===== config.mk =====
export PLATFORM = sky130hd
export DESIGN_NAME = sva_result_monitor
export DESIGN_NICKNAME = d
export VERILOG_FILES = /design/src/rtl/sva_result_monitor.sv
export SDC_FILE = /design/constraint.sdc
export NUM_CORES = 1
export LEC_CHECK = 0
export BUFFER_PORTS_ARGS = -buffer_cell sky130_fd_sc_hd__buf_2
export CAP_MARGIN = 30
export CORE_UTILIZATION = 63
export DETAILED_ROUTE_END_ITERATION = 10
export PLACE_DENSITY = 0.86
export SLEW_MARGIN = 10
export SYNTH_ARGS = -nofsm -noshare
export SYNTH_HDL_FRONTEND = slang
export SYNTH_SLANG_ARGS = --single-unit

===== constraint.sdc =====
create_clock -name sys_clk -period 12.85 [get_ports sys_clk]
set_input_delay 3.2125 -clock sys_clk [delete_from_list [all_inputs] [get_ports sys_clk]]
set_output_delay 3.2125 -clock sys_clk [all_outputs]
set_load 0.02 [all_outputs]

===== src/rtl/sva_result_monitor.sv =====
// Result monitor for the SVA checker: edge-detects succ/fail/lazy_succ, keeps saturating
// counts, queues timestamped records in a FWFT FIFO. Optional: SVA_MON_FIRST_FAIL_TS_EN.
module sva_result_monitor #(
   parameter int CNT_WIDTH  = 16,
   parameter int TS_WIDTH   = 32,
   parameter int FIFO_DEPTH = 8,
   parameter int FAIL_LIMIT = 1
) (
   input  logic                  sys_clk,
   input  logic                  sys_rst_n,
   input  logic                  enable,
   input  logic                  clear,
   input  logic                  succ,
   input  logic                  fail,
   input  logic                  lazy_succ,
   output logic                  rec_valid,
   input  logic                  rec_ready,
   output logic [TS_WIDTH+2:0]   rec_data,
   output logic [CNT_WIDTH-1:0]  succ_cnt,
   output logic [CNT_WIDTH-1:0]  fail_cnt,
   output logic [CNT_WIDTH-1:0]  lazy_cnt,
   output logic [CNT_WIDTH-1:0]  drop_cnt,
   output logic                  overflow,
   output logic                  halted,
   output logic [TS_WIDTH-1:0]   first_fail_ts
);
   localparam int AW = $clog2(FIFO_DEPTH);
   localparam int RW = TS_WIDTH + 3;
   typedef logic [AW:0] occ_t;
   localparam occ_t DEPTH_C = occ_t'(FIFO_DEPTH);

   typedef enum logic [1:0] {IDLE, RUN, HALT} state_t;
   state_t state_q, state_d;

   logic [TS_WIDTH-1:0] ts_q;
   logic [2:0]          lvl, hist_q, ev;
   logic                act, halt_hit;
   logic [CNT_WIDTH-1:0] succ_d, fail_d, lazy_d;

   logic [RW-1:0] mem [FIFO_DEPTH];
   logic [AW-1:0] wr_ptr, rd_ptr;
   occ_t          occ;
   logic          push_req, pop, full, push, drop;

   function automatic logic [CNT_WIDTH-1:0] sat_inc(input logic [CNT_WIDTH-1:0] c, input logic e);
      return (e && (c != '1)) ? c + CNT_WIDTH'(1) : c;
   endfunction

   // mask order matches the record layout {fail,lazy,succ}
   assign lvl = {fail, lazy_succ, succ};
   assign ev  = lvl & ~hist_q;
   assign act = (state_q == RUN) && !clear;

   assign succ_d   = sat_inc(succ_cnt, ev[0]);
   assign lazy_d   = sat_inc(lazy_cnt, ev[1]);
   assign fail_d   = sat_inc(fail_cnt, ev[2]);
   assign halt_hit = (FAIL_LIMIT != 0) && ev[2] && (int'(fail_d) == FAIL_LIMIT);

   assign rec_valid = (occ != '0);
   assign full      = (occ == DEPTH_C);
   assign pop       = rec_valid && rec_ready;
   assign push_req  = act && (|ev);
   assign push      = push_req && (!full || pop);
   assign drop      = push_req && full && !pop;
   assign rec_data  = rec_valid ? mem[rd_ptr] : '0;
   assign halted    = (state_q == HALT);

   always_comb begin
      state_d = state_q;
      unique case (state_q)
         IDLE:    if (enable) state_d = RUN;
         RUN:     if (halt_hit) state_d = HALT;
                  else if (!enable) state_d = IDLE;
         HALT:    state_d = HALT;
         default: state_d = IDLE;
      endcase
      if (clear) state_d = IDLE;
   end

   always_ff @(posedge sys_clk or negedge sys_rst_n) begin
      if (!sys_rst_n) begin
         state_q  <= IDLE;
         ts_q     <= '0;
         hist_q   <= '0;
         succ_cnt <= '0;
         fail_cnt <= '0;
         lazy_cnt <= '0;
         drop_cnt <= '0;
         overflow <= 1'b0;
         wr_ptr   <= '0;
         rd_ptr   <= '0;
         occ      <= '0;
      end else begin
         state_q <= state_d;
         ts_q    <= ts_q + TS_WIDTH'(1);
         hist_q  <= lvl;
         if (clear) begin
            succ_cnt <= '0;
            fail_cnt <= '0;
            lazy_cnt <= '0;
            drop_cnt <= '0;
            overflow <= 1'b0;
            wr_ptr   <= '0;
            rd_ptr   <= '0;
            occ      <= '0;
         end else begin
            if (act) begin
               succ_cnt <= succ_d;
               fail_cnt <= fail_d;
               lazy_cnt <= lazy_d;
            end
            if (drop) begin
               drop_cnt <= sat_inc(drop_cnt, 1'b1);
               overflow <= 1'b1;
            end
            if (push) wr_ptr <= wr_ptr + AW'(1);
            if (pop)  rd_ptr <= rd_ptr + AW'(1);
            // simultaneous push and pop leaves occupancy unchanged
            if (push && !pop)      occ <= occ + occ_t'(1);
            else if (pop && !push) occ <= occ - occ_t'(1);
         end
      end
   end

   always_ff @(posedge sys_clk) begin
      if (push && !clear) mem[wr_ptr] <= {ev, ts_q};
   end

`ifdef SVA_MON_FIRST_FAIL_TS_EN
   logic ff_seen_q;
   logic [TS_WIDTH-1:0] ff_ts_q;
   always_ff @(posedge sys_clk or negedge sys_rst_n) begin
      if (!sys_rst_n) begin
         ff_seen_q <= 1'b0;
         ff_ts_q   <= '0;
      end else if (clear) begin
         ff_seen_q <= 1'b0;
         ff_ts_q   <= '0;
      end else if (act && ev[2] && !ff_seen_q) begin
         ff_seen_q <= 1'b1;
         ff_ts_q   <= ts_q;
      end
   end
   assign first_fail_ts = ff_ts_q;
`else
   assign first_fail_ts = '0;
`endif

endmodule


# Yosys cells after proc, flatten, opt, wreduce, memory -nomap -nowiden
# Memory sizes are Yosys's and may differ from the RTL's.
# Index checks and enable logic that the tools add are counted.
# word_totals
register_bits	112
ram_bits	280
inputBits	8
out_inout_bits	134
elab_cells	95
mem_count	1
# op_classes
add_sub_neg	9
eq_ne	10
mux	29
n_bitwise	2
n_reduce_logical	33
# mem_list
name	words	word_bits	rd	rd_clocked_by_memory_dff	wr	line	text
mem	8	35	1	0	1	40	logic [RW-1:0] mem [FIFO_DEPTH];
# op_table
operator	count
$mux 16	12
$add 16x1->16 const B	4
$ne 16x16->1 const B	4
$mux 35	1
$add 32x1->32 const B	1
$eq 16x2->1 const B	1
$reduce_bool 2->1	7
$logic_and 1x1->1	13
$mux 3	4
$mux 4	3
$mux 2	4
$reduce_and 2->1	4
$add 3x1->3 const B	2
$pmux 2 s3	1
$add 4x1->4 const B	1
$eq 4x4->1 const B	1
$logic_not 1->1	4
$mux 1	4
$ne 4x4->1 const B	1
$reduce_bool 4->1	1
$sub 4x1->4 const B	1
$and 3x3->3	1
$ne 3x3->1 const B	1
$not 3->3	1
6 further kinds	6

# Longest topological paths before layout
# Gate-level depths: netlist of the first run.
# depth
depth_word	10
mapped_depth	13
ltp_nobuf	12

# Least setup slack after synthesis of the first run
# Ideal clock, no wire load.
# synth_path
kind	input-to-reg
from	in lazy_succ
to	mem mem[2][0] in the netlist's numbering, enable pin
setup_ps	527
t_arrival_ps	7757
required_ps	12323
path_slack_ps	4566
path_stages	5
n_path_buf	1
path_cell_list	nor2b_1 o311ai_1 buf_2 nand2b_1 nor4b_1
# synth_via
elab_chain_cells	7
# synth_lines
element	line	text
start, declared	15	input logic lazy_succ,
$and 3x3->3	51	assign ev = lvl & ~hist_q;
$reduce_or 3->1	62	assign push_req = act && (|ev);
$logic_and 1x1->1	62	
$logic_and 1x1->1	63	assign push = push_req && (!full || pop);
$logic_and 1x1->1	126	if (push && !clear) mem[wr_ptr] <= {ev, ts_q};
$mux 1	126	
$mux 1 (not written as such)	126	
end, declared	40	
# No other way between the ends.

# Final worst setup path of the first run
# layout_path
from	reg rd_ptr[0]
to	out rec_data[16]
# layout_via
elab_chain_cells	2
# layout_lines
element	line	text
start, declared	41	logic [AW-1:0] wr_ptr, rd_ptr;
start signal, assigned	117	if (pop) rd_ptr <= rd_ptr + AW'(1);
$mem_v2 8x35	-	
$mux 35	65	assign rec_data = rec_valid ? mem[rd_ptr] : '0;
end, declared	18	output logic [TS_WIDTH+2:0] rec_data,
# No other way between the ends.

==> PnR_summary.wiki, run 1 <==
{| class="wikitable"
! Metric !! Value
|-
| Cell Area, Synth || about 17000 um^2
|-
| Area of the core || 26000 um^2
|-
| Data required time at the worst endpoint || 9640 ps
|-
| Final setup vio count || 0
|-
| Seq/Total Area, Yosys || 0.675
|-
| Clock transition at the registers of the reported paths || 50 ps
|-
| Maximum fanout along the worst path || 30
|-
| Most frequent cells in the layout || sky130_fd_sc_hd__edfxtp_1, sky130_fd_sc_hd__nor2_1, sky130_fd_sc_hd__dfrtp_1, sky130_fd_sc_hd__buf_2, sky130_fd_sc_hd__mux4_2
|-
| Reg2reg setup slack || 9480 ps
|-
| Worst relative slew slack || 0.472
|-
| Min-delay src || overflow$_DFFE_PN0P_
|-
| Buffers inserted by post-CTS timing repair || 0
|-
| Final hold violation count || 0
|-
| Standard cell with the maximum stage delay on the critical path || sky130_fd_sc_hd__dfrtp_4
|-
| Net count, final || 1221
|-
| Total routing resource utilization after global routing || 0.259
|-
| Post-cts repair resize count || 0
|-
| Clock buffers created by TritonCTS || 40
|-
| Number of global-route vias before repair || 9483
|-
| Ratio of cells with drive above 1 in the final layout || 0.229
|-
| Routed via count || 9389
|-
| Layout-stage area growth over the synthesis result || 13.0%
|-
| Max-cap violation count || 0
|-
| Ratio of total power to cell area || 158 nW/um^2
|-
| Warning count from the yosys run || 0
|-
| Placed wire-length estimate || a little under 20 mm
|-
| Number of antenna violations at the first check in global routing || 0
|-
| Horizontal extent of the die || 164 um
|-
| Stage delay of the slowest cell on the critical path || approximately 640 ps
|-
| Total of buffers placed on input and output ports || 109
|-
| Final Cell Area || 18800 um^2
|-
| Hold worst-path end || overflow$_DFFE_PN0P_
|-
| Unrepaired setup endpoints after global routing || no
|-
| Number of detailed-route iterations in the first pass || 5
|-
| Most common library cell in the layout ignoring fill and taps || sky130_fd_sc_hd__edfxtp_1
|-
| Leakage power of the design || 6.88 nW
|-
| Clock root buffer || sky130_fd_sc_hd__clkbuf_16
|-
| Max H-tree Level || 2
|-
| Cells traversed along the worst timing path || buf_16 > buf_4 > mux4_2 > mux2i_1 > nor2_1 > buf_2
|-
| First-pass GRT wire length || 52.5 mm
|-
| Startpoint of the worst-slack reg-to-reg timing path || occ[1]$_DFFE_PN0P_
|-
| Largest net degree at the start of global routing || 77
|-
| N_diodes || 0
|-
| Fin crit period || 6340 ps
|-
| Worst vdd rail ir drop || 0.000125 V
|-
| Capturing point of the worst reg2reg path || occ[3]$_DFFE_PN0P_
|-
| CTS tree || built
|-
| Seq cells post-synth || 392
|-
| CP endpoint kind || output port
|-
| Clock latency of the later-clocked register in the worst-skew pair || ~530 ps
|-
| Setup TNS after final layout || 0 ps
|-
| Worst reg2reg path depth || 13
|-
| Prevailing post-synth register cell || sky130_fd_sc_hd__edfxtp_1
|-
| Placed cell area || between 15000 and 20000 um^2
|-
| DR DRC count || 0
|-
| Synthesized netlist cell count || 1078
|-
| Worst slew pin tran || a little under 800 ps
|-
| Clk_skew || between 10 and 15 ps
|-
| Die Footprint || approximately 27000 um^2
|-
| Maximum clock path buffer count || 3
|-
| Post-synthesis async set-or-reset flop share || 0.286
|-
| Arrival @ worst endpoint || 3130 ps
|-
| Cell variety after synth || 63
|-
| Start-to-end type of the worst setup path || flip-flop to output port
|-
| Post-synth EDFFs || 280
|-
| Number of vias per cell after detailed routing || around 6.0
|-
| Hold bufs inserted after CTS || 0
|-
| Result of the run || complete, no violations
|-
| Filler cell count || about 1.6k
|-
| Path class of the lowest-slack min-delay path || flip-flop to flip-flop
|-
| Row count || a little under 60
|-
| Buf/Inv on CP || 3
|-
| WL/cell || approximately 21 um
|-
| Die Y || 164 um
|-
| Wirelength, routed || 33.7 mm
|-
| Final Max Slew Viols || 0
|-
| Worst Hold Depth || 1
|-
| Number of DRC violations after detailed-routing iteration 0 || about 800
|-
| Critical path startpoint category || flip-flop
|-
| Critical path's top delay family || buffers and inverters
|-
| Number of top-level design ports || approximately 140
|-
| Average cell area after synthesis || 15.4 um^2
|-
| Fmax || ~160 MHz
|-
| Routability congestion estimate from global placement || roughly 0.82
|-
| Effective utilization at floorplan || 0.639
|-
| Number of nets with antenna violations after routing || 0
|-
| Number of sinks handled by clock tree synthesis || 392
|-
| Leftover overflow at the end of global routing || 0
|-
| Final Cycle Share || 0.493
|}
==> worst reg2reg max path: stages, from the launching register on <==
cell and delay [ps]:
sky130_fd_sc_hd__dfrtp_1 420, sky130_fd_sc_hd__or3_1 460, sky130_fd_sc_hd__nor2_4 460, sky130_fd_sc_hd__buf_16 230, sky130_fd_sc_hd__inv_2 90, sky130_fd_sc_hd__nand2_1 150, sky130_fd_sc_hd__nand2_1 120, sky130_fd_sc_hd__ha_1 300
sky130_fd_sc_hd__a21o_1 100, sky130_fd_sc_hd__a21oi_1 100, sky130_fd_sc_hd__or3_1 340, sky130_fd_sc_hd__and3_1 180, sky130_fd_sc_hd__nor3_1 160, sky130_fd_sc_hd__o22ai_1 110
==> layout make-up <==
class,count,area (um^2),area share
multi-input combinational,619,5060,0.269
clock buffer,60,1120,0.0594
clock inverter,11,120,0.00639
timing repair buffer,131,783,0.0417
tap,335,419,0.0223
sequential,392,11200,0.597
inverter,19,71.3,0.00380
==> cells in the mapped netlist, types with 3 or more instances <==
library cell,number,share of area
sky130_fd_sc_hd__o31ai_1,3,0.0014
sky130_fd_sc_hd__nor2_1,125,0.028
sky130_fd_sc_hd__xnor2_1,50,0.026
sky130_fd_sc_hd__and3_1,16,0.0060
sky130_fd_sc_hd__nor2b_1,5,0.0019
sky130_fd_sc_hd__o21ai_0,9,0.0027
sky130_fd_sc_hd__or3_1,5,0.0019
sky130_fd_sc_hd__ha_1,9,0.0068
sky130_fd_sc_hd__clkbuf_1,24,0.0054
sky130_fd_sc_hd__nor4_1,7,0.0026
sky130_fd_sc_hd__inv_1,18,0.0041
sky130_fd_sc_hd__nor3_1,28,0.0084
sky130_fd_sc_hd__buf_1,6,0.0014
sky130_fd_sc_hd__edfxtp_1,280,0.51
sky130_fd_sc_hd__mux2_2,3,0.0020
sky130_fd_sc_hd__mux2i_1,39,0.023
sky130_fd_sc_hd__a21oi_1,9,0.0027
sky130_fd_sc_hd__xor2_1,44,0.023
sky130_fd_sc_hd__dfrtp_1,112,0.17
sky130_fd_sc_hd__nand2_1,52,0.012
sky130_fd_sc_hd__mux4_2,70,0.095
sky130_fd_sc_hd__buf_4,34,0.015
sky130_fd_sc_hd__buf_2,14,0.0042
sky130_fd_sc_hd__nand4_2,3,0.0023
sky130_fd_sc_hd__and4_1,6,0.0032
sky130_fd_sc_hd__nand2b_1,4,0.0015
sky130_fd_sc_hd__nand4_1,26,0.0098
sky130_fd_sc_hd__nand3_1,33,0.0099
==> sequential cells by signal, indices dropped and copies added, names as in the netlist <==
signal	cells
overflow	1
ts_q	32
state_q	2
wr_ptr	3
lazy_cnt	16
mem	280
occ	4
drop_cnt	16
hist_q	3
rd_ptr	3
succ_cnt	16
fail_cnt	16
==> through the flow <==
| step | hold WS (ps) | total power [mW] | worst slack, ps | util | cells |
|---|---|---|---|---|---|
| global route | 521 | 3.08 | 6310 | 0.723 | 1567 |
| detailed placement | 494 | 1.90 | 6590 | 0.673 | 1494 |
| finish | 513 | 2.97 | 6510 | 0.723 | 1567 |
| global placement | 475 | 1.87 | 6490 | 0.671 | 1490 |
| floorplan | 524 | 1.76 | 4570 | - | 1109 |
| CTS | 511 | 2.98 | 6270 | 0.721 | 1565 |
==> kinds of logic after synthesis <==
family                   after synthesis  share of synthesized area
buffers and inverters                 98                     0.0309
other                                  1                   0.000226
flip-flops                           392                      0.675
adder cells (fa/ha/maj)               10                    0.00798
XOR/XNOR                              94                     0.0495
AND/OR/NAND/NOR                      327                     0.0969
multiplexers                         112                      0.120
AO/OA/AOI/OAI                         44                     0.0194
==> where the power goes <==
| group | total [mW] | internal, mW | switching, mW |
|---|---|---|---|
| Sequential | 1.38 | 1.36 | 0.0214 |
| Clock | 1.09 | 0.642 | 0.453 |
| Combinational | 0.501 | 0.209 | 0.292 |
| Total | 2.97 | 2.21 | 0.767 |
==> layer usage <==
| metal | up-vias | part of all wire | track usage |
|---|---|---|---|
| met5 | - | 0 | 0 |
| met4 | 0 | 0.018 | 0.0646 |
| met3 | 44 | 0.059 | 0.0467 |
| met2 | 341 | 0.51 | 0.436 |
| met1 | 4786 | 0.41 | 0.354 |
| li1 | 4218 | - | - |
==> how the worst max path moves through the flow <==
stage,from,cells past startpoint,endpoint,slack [ps]
after floorplan,lazy_succ,5,mem[2][0]$_DFFE_PP_,4570
after global placement,fail,13,occ[3]$_DFFE_PN0P_,6490
after detailed placement,clear,14,occ[3]$_DFFE_PN0P_,6590
after CTS,rd_ptr[0]$_DFFE_PN0P_,5,rec_data[1],6270
after global routing,rd_ptr[0]$_DFFE_PN0P_,6,rec_data[16],6310
final,rd_ptr[0]$_DFFE_PN0P_,6,rec_data[16],6510
Power figures use the tool's default switching activity.
==> inputs of run 2 (changes only) <==
--- a/config.mk
+++ b/config.mk
@@ -7,9 +7,9 @@
 export LEC_CHECK = 0
 export BUFFER_PORTS_ARGS = -buffer_cell sky130_fd_sc_hd__buf_2
 export CAP_MARGIN = 30
-export CORE_UTILIZATION = 63
+export CORE_UTILIZATION = 60
 export DETAILED_ROUTE_END_ITERATION = 10
-export PLACE_DENSITY = 0.86
+export PLACE_DENSITY = 0.82
 export SLEW_MARGIN = 10
 export SYNTH_ARGS = -nofsm -noshare
 export SYNTH_HDL_FRONTEND = slang
==> constraint.sdc (replaced) <==
create_clock -name sys_clk -period 6.6 [get_ports sys_clk]
set_input_delay 1.65 -clock sys_clk [delete_from_list [all_inputs] [get_ports sys_clk]]
set_output_delay 1.65 -clock sys_clk [all_outputs]
set_load 0.02 [all_outputs]
==> run 2 against run 1 <==
  * First-iteration DRC count decreased by 10%
  * Sequential share of layout area fell by 0.052 points
  * Die area grew 4.9%
  * Cell count up 0.38%
  * Flip-flop and latch count is the same
  * Worst hold slack lost 16 ps
  * Via count grew 0.63%
  * Critical path depth down 1
  * Clock skew grew 17 ps
  * Final area hardly changed
  * Global-route usage shrank 1.9 points
  * Utilization shrank 2.7 points
  * Critical endpoint is now rec_data[28]
  * Largest cell class unchanged
==> PnR_summary.wiki, run 2 (synthesis results as in run 1) <==
{| class="wikitable"
! Metric !! Value
|-
| Result of the run || complete, no violations
|-
| CTS tree || built
|-
| Flip-flop count of the largest register after layout || 280
|-
| Startpoint of the worst-slack reg-to-reg timing path || occ[1]$_DFFE_PN0P_
|-
| Flip-flop and latch area || 11200 um^2
|-
| Regs by FF count || mem x280, ts_q x32
|-
| Number of top-level design ports || between 100 and 150
|-
| Min-delay src || overflow$_DFFE_PN0P_
|-
| Met1 routing resource usage after global routing || 0.331
|-
| Net count, final || around 1.2k
|-
| WL/cell || about 21 um
|-
| Unrepaired setup endpoints after global routing || no
|-
| Layout-stage area growth over the synthesis result || 13.1%
|-
| Number of antenna violations at the first check in global routing || 1
|-
| Ratio of total power to cell area || about 310 nW/um^2
|-
| Number of global-route vias before repair || 9445
|-
| CP endpoint kind || output port
|-
| Fmax || 217 MHz
|-
| Switching share of power || 0.263
|-
| Fraction of power consumed by combinational cells || 0.162
|-
| Max H-tree Level || 2
|-
| Proportion of power drawn by flip-flops and latches || 0.462
|-
| Worst slack at placement || roughly 2000 ps
|-
| Capturing point of the worst reg2reg path || occ[3]$_DFFE_PN0P_
|-
| Fin crit period || about 4600 ps
|-
| Net switching power of the design || roughly 1.5 mW
|-
| Ratio of cells with drive above 1 in the final layout || 0.231
|-
| Arrival @ worst endpoint || just under 3000 ps
|-
| Leakage power of the design || between 6 and 7 nW
|-
| Register with the most flip-flops || mem
|-
| Wirelength, routed || between 30 and 40 mm
|-
| Die Footprint || between 20000 and 30000 um^2
|-
| Critical path startpoint category || flip-flop
|-
| Max-cap violation count || 0
|-
| Most common library cell in the layout ignoring fill and taps || sky130_fd_sc_hd__edfxtp_1
|-
| Met3 Use GR || 0.0489
|-
| Setup TNS after final layout || 0 ps
|-
| Reg2reg setup slack || 3300 ps
|-
| Multi-input gate area in the final layout || slightly above 5000 um^2
|-
| Final hold violation count || 0
|-
| Number of DRC violations after detailed-routing iteration 0 || around 720
|-
| Maximum fanout along the worst path || 41
|-
| Filler cell count || around 1.7k
|-
| Clk_skew || about 31 ps
|-
| Number of nets with antenna violations after routing || 0
|-
| Final Cell Area || between 15000 and 20000 um^2
|-
| Final setup vio count || 0
|-
| Buffers inserted by post-CTS timing repair || 0
|-
| Most used routing layer in global routing || met2
|-
| Routed via count || approximately 9.4k
|-
| Leftover overflow at the end of global routing || 0
|-
| Worst vdd rail ir drop || 0.000175 V
|-
| Share of total power in the clock network || 0.376
|-
| Most frequent cells in the layout || sky130_fd_sc_hd__edfxtp_1, sky130_fd_sc_hd__nor2_1, sky130_fd_sc_hd__dfrtp_1
|-
| Post-cts repair resize count || 0
|-
| First-pass GRT wire length || around 52 mm
|-
| Path class of the lowest-slack min-delay path || flip-flop to flip-flop
|-
| Row count || 60
|-
| Worst Hold Depth || 1
|-
| Effective utilization at floorplan || 0.615
|-
| Final Max Slew Viols || 0
|-
| Maximum clock path buffer count || 3
|-
| Placed wire-length estimate || 19.0 mm
|-
| Total power || around 5.9 mW
|-
| Total routing resource utilization after global routing || 0.240
|-
| Number of vias per cell after detailed routing || around 6.0
|-
| DR DRC count || 0
|-
| Clock buffers created by TritonCTS || 40
|-
| Total of buffers placed on input and output ports || 109
|-
| Data required time at the worst endpoint || a little under 5000 ps
|-
| Hold worst-path end || overflow$_DFFE_PN0P_
|-
| Number of detailed-route iterations in the first pass || 5
|-
| Worst relative slew slack || 0.440
|-
| Area of the core || 27000 um^2
|-
| Horizontal extent of the die || ~170 um
|-
| Worst reg2reg path depth || 13
|-
| Hold bufs inserted after CTS || 0
|-
| Number of sinks handled by clock tree synthesis || a little under 400
|-
| Final Cycle Share || 0.699
|-
| Start-to-end type of the worst setup path || flip-flop to output port
|-
| Largest net degree at the start of global routing || 76
|-
| Worst slew pin tran || 836 ps
|-
| Post-Route Utilization || 0.696
|-
| Clock root buffer || sky130_fd_sc_hd__clkbuf_16
|-
| Clock latency of the later-clocked register in the worst-skew pair || roughly 540 ps
|-
| Design internal power || 4.31 mW
|-
| Placed cell area || about 17000 um^2
|-
| Routability congestion estimate from global placement || between 0.8 and 0.9
|-
| Clock transition at the registers of the reported paths || 60 ps
|-
| Die Y || ~170 um
|-
| Met2 Resource Use GR || 0.395
|-
| N_diodes || 0
|-
| Setup WS post-layout || between 1500 and 2000 ps
|}
## run 2: cell count changes in the layout (fill, tap and decap cells not counted), moves of 2 or more
cell	change
sky130_fd_sc_hd__clkbuf_1	-5
sky130_fd_sc_hd__buf_16	-3
sky130_fd_sc_hd__buf_12	+2
sky130_fd_sc_hd__clkinv_1	+2
sky130_fd_sc_hd__clkinv_4	+2
## run 2: worst max-delay path by stage
stage,start,endpoint,cells past startpoint
final,rd_ptr[1]$_DFFE_PN0P_,rec_data[28],5
after CTS,rd_ptr[0]$_DFFE_PN0P_,rec_data[12],5
after global placement,lazy_succ,mem[2][23]$_DFFE_PP_,7
after detailed placement,lazy_succ,mem[2][23]$_DFFE_PP_,7
after floorplan,lazy_succ,mem[0][0]$_DFFE_PP_,5
after global routing,rd_ptr[1]$_DFFE_PN0P_,rec_data[28],5
## run 2: worst max-delay path, cell delays in order (launching register included)
cell	delay, ps
sky130_fd_sc_hd__dfrtp_2	890
sky130_fd_sc_hd__buf_4	630
sky130_fd_sc_hd__mux4_2	400
sky130_fd_sc_hd__mux2i_1	260
sky130_fd_sc_hd__nor2_1	90
sky130_fd_sc_hd__buf_2	170
## run 2: power groups by stage
stage	registers, mW	clock network, mW	logic [mW]
final	2.71	2.20	0.949
after global routing	2.71	2.32	1.02
after CTS	2.74	2.23	0.916
after detailed placement	2.79	0	0.903
after global placement	2.79	0	0.872
after floorplan	2.70	0	0.728
## run 2: area by class of cell
cell class | count | share of cell area
Sequential cell | 392 | 0.597
Multi-Input combinational cell | 619 | 0.269
Clock buffer | 54 | 0.0576
Timing Repair Buffer | 129 | 0.0393
Tap cell | 341 | 0.0227
Clock inverter | 19 | 0.0104
Inverter | 19 | 0.00379
## run 2: per-stage QoR
stage | hold slack (ps) | std cells
detailed placement | 472 | 1498
global placement | 478 | 1497
CTS | 495 | 1571
finish | 496 | 1573
floorplan | 524 | 1109
global route | 524 | 1573
## run 2: per-layer routing
layer  share of wire  vias to the layer above  wire length, um
li1                -                     4224                -
met1            0.43                     4840            14100
met2            0.49                      325            16300
met3           0.063                       59             2080
met4           0.020                        0              669
met5               0                        -                0
==> inputs of run 3 (changes only) <==
==> constraint.sdc (replaced) <==
create_clock -name sys_clk -period 4.8 [get_ports sys_clk]
set_input_delay 1.2 -clock sys_clk [delete_from_list [all_inputs] [get_ports sys_clk]]
set_output_delay 1.2 -clock sys_clk [all_outputs]
set_load 0.02 [all_outputs]
==> run 3 against run 2 <==
  * Critical path depth stayed put
  * Sequential power is 37% higher
  * Register-to-register slack worse by 1900 ps
  * Critical endpoint is now rec_data[24]
  * Largest power group unchanged
==> PnR_summary.wiki, run 3 (synthesis results as in run 1) <==
{| class="wikitable"
! Metric !! Value
|-
| Data required time at the worst endpoint || between 3000 and 4000 ps
|-
| Path class of the lowest-slack min-delay path || flip-flop to flip-flop
|-
| Horizontal extent of the die || ~170 um
|-
| Final Cycle Share || 0.806
|-
| Buffers inserted by post-CTS timing repair || 0
|-
| Max H-tree Level || 2
|-
| Clock buffers created by TritonCTS || 39
|-
| Leakage power of the design || about 6.9 nW
|-
| Wirelength, routed || approximately 33 mm
|-
| Fmax || ~260 MHz
|-
| N_diodes || 0
|-
| Setup WS post-layout || approximately 930 ps
|-
| Total power || between 7 and 8 mW
|-
| Net count, final || between 1k and 1.5k
|-
| Start-to-end type of the worst setup path || flip-flop to output port
|-
| Number of vias per cell after detailed routing || slightly below 6
|-
| Clk_skew || between 15 and 20 ps
|-
| Most common library cell in the layout ignoring fill and taps || sky130_fd_sc_hd__edfxtp_1
|-
| DR DRC count || 0
|-
| Critical path startpoint category || flip-flop
|-
| Worst relative slew slack || 0.484
|-
| Layout-stage area growth over the synthesis result || 13.5%
|-
| Hold bufs inserted after CTS || 0
|-
| Final Max Slew Viols || 0
|-
| Worst vdd rail ir drop || around 0.00026 V
|-
| Number of nets with antenna violations after routing || 0
|-
| Unrepaired setup endpoints after global routing || no
|-
| Final Cell Area || approximately 19000 um^2
|-
| Arrival @ worst endpoint || 2670 ps
|-
| Final hold violation count || 0
|-
| Number of global-route vias before repair || 9360
|-
| Post-cts repair resize count || 0
|-
| Ratio of cells with drive above 1 in the final layout || 0.239
|-
| Row count || 60
|-
| Regs by FF count || mem x280, ts_q x32
|-
| Routability congestion estimate from global placement || a little over 0.8
|-
| Number of top-level design ports || about 140
|-
| Placed cell area || approximately 18000 um^2
|-
| Total of buffers placed on input and output ports || 109
|-
| Fin crit period || 3870 ps
|-
| Number of sinks handled by clock tree synthesis || ~390
|-
| CTS tree || built
|-
| Die Footprint || 28400 um^2
|-
| Max-cap violation count || 0
|-
| CP endpoint kind || output port
|-
| Clock transition at the registers of the reported paths || 60 ps
|-
| Register with the most flip-flops || mem
|-
| Result of the run || complete, no violations
|-
| Ratio of total power to cell area || approximately 420 nW/um^2
|-
| Routed via count || 9387
|-
| Effective utilization at floorplan || 0.615
|-
| WL/cell || between 20 and 25 um
|-
| Most frequent cells in the layout || sky130_fd_sc_hd__edfxtp_1, sky130_fd_sc_hd__nor2_1, sky130_fd_sc_hd__dfrtp_1
|-
| Clock root buffer || sky130_fd_sc_hd__clkbuf_16
|-
| Die Y || 168 um
|-
| Worst slew pin tran || 773 ps
|-
| Placed wire-length estimate || about 19 mm
|-
| Total routing resource utilization after global routing || 0.240
|-
| Number of antenna violations at the first check in global routing || 0
|-
| Maximum clock path buffer count || 3
|-
| Leftover overflow at the end of global routing || 0
|-
| Maximum fanout along the worst path || 20
|-
| Number of DRC violations after detailed-routing iteration 0 || slightly below 800
|-
| First-pass GRT wire length || roughly 52 mm
|-
| Largest net degree at the start of global routing || 76
|-
| Number of detailed-route iterations in the first pass || 7
|-
| Worst hold slack || between 400 and 500 ps
|-
| Final setup vio count || 0
|-
| Clock latency of the later-clocked register in the worst-skew pair || about 530 ps
|-
| Flip-flop count of the largest register after layout || between 200 and 300
|-
| Worst slack at placement || 796 ps
|-
| Area of the core || between 20000 and 30000 um^2
|-
| Filler cell count || approximately 1.7k
|}
==> run 3: final timing paths <==
path                                       start                      end  slack (ps)  depth (start not counted)
max reg2reg                   occ[1]$_DFFE_PN0P_       occ[3]$_DFFE_PN0P_        1420                         12
min in group asynchronous              sys_rst_n  lazy_cnt[4]$_DFFE_PN0P_         540                          1
min reg2reg                 overflow$_DFFE_PN0P_     overflow$_DFFE_PN0P_         490                          1
max in group asynchronous              sys_rst_n       ts_q[31]$_DFF_PN0_        3350                          3
max                        rd_ptr[0]$_DFFE_PN0P_             rec_data[24]         930                          5
min                         overflow$_DFFE_PN0P_     overflow$_DFFE_PN0P_         490                          1
==> run 3: critical path, stage by stage, from the launching register on <==
cell                      delay [ps]
sky130_fd_sc_hd__dfrtp_4         710
sky130_fd_sc_hd__buf_4           450
sky130_fd_sc_hd__mux4_2          570
sky130_fd_sc_hd__mux2i_1         170
sky130_fd_sc_hd__nor2_1           60
sky130_fd_sc_hd__buf_2           190
==> run 3: stage by stage <==
step                      instances  setup TNS, ps  utilization
after floorplan                1109         -16090            -
after global placement         1507              0        0.651
after detailed placement       1507              0        0.651
after CTS                      1579              0        0.697
after global routing           1580              0        0.698
final                          1580              0        0.698
==> run 3: report_power, final <==
group	switching, mW	internal, mW
Sequential	0.0866	3.63
Combinational	0.741	0.534
Clock	1.26	1.72
Total	2.08	5.88
==> run 3: layout make-up <==
cell class,instances,area [um^2],area share
tap,341,427,0.0226
inverter,19,71.3,0.00378
sequential,392,11200,0.594
multi-input combinational,619,5090,0.270
clock inverter,22,204,0.0108
timing repair buffer,137,816,0.0432
clock buffer,50,1050,0.0555
==> run 3: routing by layer <==
layer  GRT usage  up-vias  wire length (um)
met4      0.0692        0               678
met1       0.329     4775             13800
met3      0.0430       52              2160
met5           0        -                 0
met2       0.398      320             16200
li1            -     4240                 -
